**src/rtl/regfile_renamed.sv**
```systemverilog
// Integer register file with per-register rename state (busy + ROB producer tag).
// Commit and flush bypass into the read ports; issue takes effect on the next cycle.
module regfile_renamed #(
  parameter int unsigned XLEN  = 32,
  parameter int unsigned NREG  = 32,
  parameter int unsigned AW    = 5,
  parameter int unsigned TAG_W = 4,
  parameter int unsigned NREAD = 2
) (
  input  logic                   clk,
  input  logic                   rst,
  input  logic                   flush,
  input  logic                   iss_en,
  input  logic [AW-1:0]          iss_rd,
  input  logic [TAG_W-1:0]       iss_tag,
  input  logic                   cmt_en,
  input  logic [AW-1:0]          cmt_rd,
  input  logic [TAG_W-1:0]       cmt_tag,
  input  logic [XLEN-1:0]        cmt_data,
  input  logic [NREAD-1:0]       re,
  input  logic [NREAD*AW-1:0]    raddr,
  output logic [NREAD*XLEN-1:0]  rdata,
  output logic [NREAD-1:0]       rbusy,
  output logic [NREAD*TAG_W-1:0] rtag,
  output logic [AW:0]            busy_cnt
);

  localparam int unsigned CW = AW + 1;

  logic [XLEN-1:0]  r_data [NREG];
  logic [TAG_W-1:0] r_tag  [NREG];
  logic [NREG-1:0]  r_busy;

  logic w_iss_wr;
  logic w_cmt_wr;
  logic w_cmt_clr;

  assign w_iss_wr  = iss_en && (iss_rd != '0);
  assign w_cmt_wr  = cmt_en && (cmt_rd != '0);
  // Only the youngest producer may retire the rename; older commits just write data.
  assign w_cmt_clr = w_cmt_wr && r_busy[cmt_rd] && (r_tag[cmt_rd] == cmt_tag);

  always_ff @(posedge clk or posedge rst) begin
    if (rst) begin
      r_data <= '{default: '0};
      r_tag  <= '{default: '0};
      r_busy <= '0;
    end else begin
      if (w_cmt_wr) r_data[cmt_rd] <= cmt_data;
      if (flush) begin
        r_busy <= '0;
        r_tag  <= '{default: '0};
      end else begin
        if (w_cmt_clr) r_busy[cmt_rd] <= 1'b0;
        if (w_iss_wr) begin
          r_busy[iss_rd] <= 1'b1;
          r_tag[iss_rd]  <= iss_tag;
        end
      end
    end
  end

  for (genvar p = 0; p < NREAD; p++) begin : g_rd
    logic [AW-1:0] w_ra;
    logic          w_en;
    logic          w_byp;

    assign w_ra  = raddr[p*AW +: AW];
    assign w_en  = !rst && re[p] && (w_ra != '0);
    assign w_byp = w_cmt_wr && (cmt_rd == w_ra);

    assign rdata[p*XLEN +: XLEN]  = !w_en ? '0 : (w_byp ? cmt_data : r_data[w_ra]);
    assign rbusy[p]               = w_en && !flush && r_busy[w_ra] && !(w_byp && w_cmt_clr);
    assign rtag[p*TAG_W +: TAG_W] = (w_en && !flush) ? r_tag[w_ra] : '0;
  end

  assign busy_cnt = CW'($countones(r_busy));

endmodule

```
**config.mk**
```make
export PLATFORM = sky130hd
export DESIGN_NAME = regfile_renamed
export DESIGN_NICKNAME = d
export VERILOG_FILES = /design/src/rtl/regfile_renamed.sv
export SDC_FILE = /design/constraint.sdc
export NUM_CORES = 2
export LEC_CHECK = 0
export CAP_MARGIN = 20
export CORE_ASPECT_RATIO = 0.8
export CORE_MARGIN = 1
export CORE_UTILIZATION = 45
export CTS_CLUSTER_DIAMETER = 150
export DETAILED_ROUTE_END_ITERATION = 16
export DONT_BUFFER_PORTS = 1
export GPL_TIMING_DRIVEN = 0
export SLEW_MARGIN = 10
export SYNTH_ARGS = -nofsm -noshare
export SYNTH_HDL_FRONTEND = slang
export SYNTH_SLANG_ARGS = --single-unit
export TNS_END_PERCENT = 10
```
**constraint.sdc**
```tcl
create_clock -name clk -period 36.6 [get_ports clk]
set_input_delay 3.66 -clock clk [delete_from_list [all_inputs] [get_ports clk]]
set_output_delay 3.66 -clock clk [all_outputs]
set_load 0.05 [all_outputs]
```
# After elaboration in Yosys (flattened, before gate mapping)
# Cells that the tools add are included.
# classes
addsub	31
n_lt_le_gt_ge	12
n_eq_ne	3
muxes	43
bitwise_logic	7
n_reduce_logical	31
# ops
operator	n
$bwmux W1024	1
$mux W32	13
$bmux W32 S5	2
$mux W128	2
$demux W32 S5	1
$bwmux W128	1
$bmux W4 S5	3
$mux W4	9
$add A1 B1 Y2	16
$and A32 B32 Y32	1
$not A32 Y32	1
$or A32 B32 Y32	1
$add A2 B2 Y3	8
$ge A6 B6 Y1 const B	4
$lt A5 B6 Y1 const B	4
$not A5 Y6	4
$logic_and A1 B1 Y1	22
$demux W4 S5	1
$reduce_bool A5 Y1	4
$add A3 B3 Y4	4
$bmux W1 S5	3
$lt A6 B1 Y1 const B	2
$add A4 B4 Y5	2
$demux W1 S5	2
other kinds (7)	16
# word_totals
regBits	1184
out_inout_bits	80

# Logic depth before layout (Yosys ltp)
# depth
ltp_word	11
mapped_depth	14
depth_no_buf	14

# Least setup slack after synthesis
# No wires, ideal clock.
# synth_path
kind	input -> output
startpoint	in rst
endpoint	out rbusy[1]
arrival_time_ns	37.496
required_ns	32.940
setup_slack_ns	-4.556
cell_stages	3
path_cell_list	inv_1 nand3_1 nor4_1
# synth_between
elab_chain_cells	6
# synth_rtl
element	line_no	rtl
start, declared	11	input logic rst,
$logic_not A1 Y1	69	assign w_en = !rst && re[p] && (w_ra != '0);
$logic_and A1 B1 Y1 (2 in a row)	69	
$logic_and A1 B1 Y1 (3 in a row)	73	assign rbusy[p] = w_en && !flush && r_busy[w_ra] && !(w_byp && w_cmt_clr);
end, declared	23	output logic [NREAD-1:0] rbusy,
# Every way passes these cells.

# Final worst setup path
# layout_path
startpoint	in raddr[0]
endpoint	out rdata[13]
# layout_between
elab_chain_cells	6
word_cells_on_any_way	10
cone_classes	eq/ne: 1; mux: 5; bitwise: 1; reduce/logical: 3
# layout_rtl
element	line_no	rtl
start, declared	21	input logic [NREAD*AW-1:0] raddr,
$not A5 Y6 (implied by the code)	72	assign rdata[p*XLEN +: XLEN] = !w_en ? '0 : (w_byp ? cmt_data : r_data[w_ra]);
$bmux W32 S5	72	
$mux W32 (implied by the code) (2 in a row)	72	
$mux W32	72	
$mux W32 (*)	72	
end, declared	22	output logic [NREAD*XLEN-1:0] rdata,
# Mark *: on every way between the ends. The rest lies on a longest branch, timed or not. The select of a mux whose other input is x is not followed.

==> results.md <==
- complete, no violations — run status
- 0.0403 mV — worst ir drop on vdd
- 800 ps — Clk Latency, worst-skew pair
- 44.3% — sequential fraction of the synthesis area
- 0 — Hold Buf Count CTS
- 54.6% — met1 usage
- 51.6 nW/um2 — power per cell area
- 7201 — placed insts
- 6.75% — complex-gate fraction of the synthesized area
- input pin to primary output — critical path class
- no — setup repair after global routing missed its margin
- 6 — number of iterations in the first detailed-routing pass
- 0 — antenna-violating nets left
- 35100 um2 — multi-input logic area
- 42.5 um — average detailed-routed wire length per instance
- clkbuf_1, buf_2, buf_2, buf_2, buf_1, mux2i_1, o221ai_1, a221oi_1, a21oi_1, mux2i_1, nor2_1 — CP Cell Sequence
- 34.7% — Period Utilization, post-route
- multiplexers — main combinational cell family by area after synthesis
- 148000 um2 — floorplan core area
- 347 um — vertical extent of the die
- 42.0% — all-layer global routing usage
- dfrtp_1, mux2_2, mux2i_1 — commonest cells after routing, fill and taps aside
- 220000 um — placed wire-length estimate
- 132 — clock buffers created by TritonCTS
- 39.0% — share of cells above drive strength 1
- buf_2 — most common cell type on the critical path
- 9030 ps — Data arrival, critical path
- flip-flop to flip-flop — Hold Crit Class
- 150000 um2 — Die Area
- 126 — row count
- 23910 ps — worst path setup slack after routing
- 0 ps — Setup Total Neg Slack
- 16.9 ps — maximum clock skew at final layout
- 32.7 nW — static leakage
- buf_1 — cell at the slowest stage of the critical path
- 3 — maximum clock insertion buffer count
- 60 ps — clock input transition at the sequential cells of the worst setup and hold paths
- 12690 ps — post-layout min period
- 100% — Async SR Flop Fraction
- 0.0788 GHz — Max Clk Rate
- done — TritonCTS clock tree
- 940 ps — longest individual stage delay on the worst path
- met2 — Top Usage Layer GRT
- 0 — number of buffers inserted to repair setup after CTS
- 55.9% — met2 capacity usage during global routing
- 10 — Max Fanout on Critical Path
- 1184 — TritonCTS sink count
- 51200 — vias in the first global route
- 7464 — fin cells
- 5167 — nets in the synthesized netlist
- 0 — Max Slew Vio Count
- 430000 um — wire length of the first global-routing pass
- 12600 — number of filler cells placed in the layout
- 1320 ps — transition at the pin with the smallest max-transition slack
- 20.9% — global-route met3 utilization
- 3.53% — Simple-Gate Fraction of Synth Area
- 147 — # IOs
- 5 — CP Buf/Inv Count
- 45.4% — starting utilization of the core area
- 0 — setup violators final
- 39 — pin count of the biggest net entering global routing
- 44.3% — top-area cell type share of the netlist area
- 1.00 — gpl congestion
- 53600 — vias post-DR
- 0 — Post-route DRC
- 0 — count of endpoints failing hold in the final timing report
- dfrtp_1 — most frequent standard cell in the layout excluding fill and tap cells
- 8045 — initial DRC count
- 67000 um2 — Post-Syn Area
- 317000 um — total routed wirelength
- 0 — I/O Buffers
- 481 ps — final-layout worst hold slack
- 0 — maximum capacitance violations
- clkbuf_16 — master cell of the clock root buffer
- 14.5% — layout-stage area growth over the synthesis result
- buffers and inverters — cell class contributing the biggest share of worst-path delay
- 0.183% — xor/xnor cell area share of the yosys netlist
- dfrtp_1, mux2_2, mux4_2 — most area-consuming cells after synthesis
- dfrtp_1 — biggest area consumer among synthesized cells
- 0 — Resized cells post-CTS
- 4 — H-tree depth
- 33400 ps — R2R Setup Slk
- 16 — number of antenna violations at the first check in global routing
- 7.18 — via-per-instance ratio
- 433 um — Die Span X
- 32940 ps — critical path data required time
- 1184 — number of register bits inferred by synthesis
- 12.0% — tightest slew margin relative to the limit
- 5069 — cell count after synthesis
- 0.848% — adder and majority gate portion of the synthesized area
- primary output — endpoint kind of the worst setup timing path
- 57 — Unique masters post-synth
- 0 — Synth warnings
- 13.2 um2 — mean cell area of the mapped netlist
- 29600 um2 — Reg area
- dfrtp_1 — most frequently used flop master after synthesis
- 24110 ps — Setup Slack @ Placement
- input pin — critical path startpoint category
- 5460 — final-stage net count
- 0 — Remaining Overflow, GRT
- 40.9% — share of synthesized area spent on multiplexers
- 0 — number of synthesized flops with an enable pin
-- final cells by class --
type | count | area share, %
buffer | 550 | 3.03
timing repair buffer | 159 | 3.12
tap | 1984 | 3.24
inverter | 51 | 0.255
clock inverter | 38 | 0.631
sequential | 1184 | 38.6
multi-input combinational | 3284 | 45.8
antenna | 17 | 0.0555
clock buffer | 197 | 5.19
-- state kept, by name, summed over array words and instances (netlist names) --
| name | flops |
|---|---|
| r_data | 1024 |
| r_busy | 32 |
| r_tag | 128 |
-- path summary, 6_finish.rpt --
path	start	to	cells after the start
hold / removal	r_data[1014]$_DFFE_PP0P_	r_data[1014]$_DFFE_PP0P_	1
hold reg to reg	r_data[1014]$_DFFE_PP0P_	r_data[1014]$_DFFE_PP0P_	1
setup / recovery	raddr[0]	rdata[13]	11
setup reg to reg	r_tag[33]$_DFFE_PP0P_	r_busy[17]$_DFF_PP0_	8
min in group asynchronous	rst	r_data[534]$_DFFE_PP0P_	1
max in group asynchronous	rst	r_data[868]$_DFFE_PP0P_	9
-- synthesized netlist by cell type, types with 7 or more instances --
| cell | number |
|---|---|
| o41ai_1 | 14 |
| o211ai_1 | 78 |
| a221o_1 | 8 |
| mux4_2 | 454 |
| nand3_1 | 37 |
| a211oi_1 | 28 |
| ha_1 | 7 |
| nor4_1 | 10 |
| buf_6 | 7 |
| fa_1 | 24 |
| nor2_1 | 268 |
| o22ai_1 | 56 |
| a21oi_1 | 162 |
| o21ai_0 | 127 |
| inv_1 | 51 |
| buf_2 | 23 |
| mux2_2 | 1097 |
| nand2b_1 | 13 |
| dfrtp_1 | 1184 |
| nor3_1 | 14 |
| a22oi_1 | 82 |
| o221ai_1 | 10 |
| mux2i_1 | 483 |
| a221oi_1 | 97 |
| clkbuf_1 | 425 |
| xor2_1 | 8 |
| nor2b_1 | 14 |
| buf_1 | 94 |
| nand2_1 | 116 |
-- where the power goes --
part	switching, mW	leakage [nW]	internal, mW
combinational	0.423	15.2	0.426
clock	0.610	2.20	0.812
sequential	0.164	15.4	1.53
-- layer usage --
| layer | routed length (um) | up-vias | share of wire, % |
|---|---|---|---|
| met3 | 49400 | 1063 | 16 |
| met4 | 21700 | 20 | 6.8 |
| met1 | 119000 | 28200 | 37 |
| li1 | - | 19900 | - |
| met5 | 264 | - | 0.083 |
| met2 | 127000 | 4465 | 40 |
-- stage by stage --
step | total power [mW] | util, % | instance area [um2]
after floorplan | 2.24 | - | 67000
after global placement | 2.48 | 47.1 | 69400
after detailed placement | 2.52 | 48.8 | 72000
after CTS | 3.92 | 51.8 | 76500
after global routing | 4.06 | 51.9 | 76700
final | 3.96 | 52.0 | 76700
-- worst reg2reg max path: cells and delay by family (launching register included) --
kind | cells | cell delay, ps
and+or+nand+nor | 3 | 1660
DFF | 1 | 410
AOI/OAI and AO/OA | 3 | 460
muxes | 1 | 350
buffers and inverters | 1 | 170
-- kinds of logic (layout without fill, tap and decap cells) --
kind of cell | after synthesis | in the layout
and+or+nand+nor | 523 | 523
DFF | 1184 | 1184
AOI/OAI and AO/OA | 682 | 682
other | 0 | 17
muxes | 2034 | 2034
adders and majority gates | 31 | 31
buffers and inverters | 601 | 995
xor gates and xnor gates | 14 | 14
(Power assumes the default switching activity.)
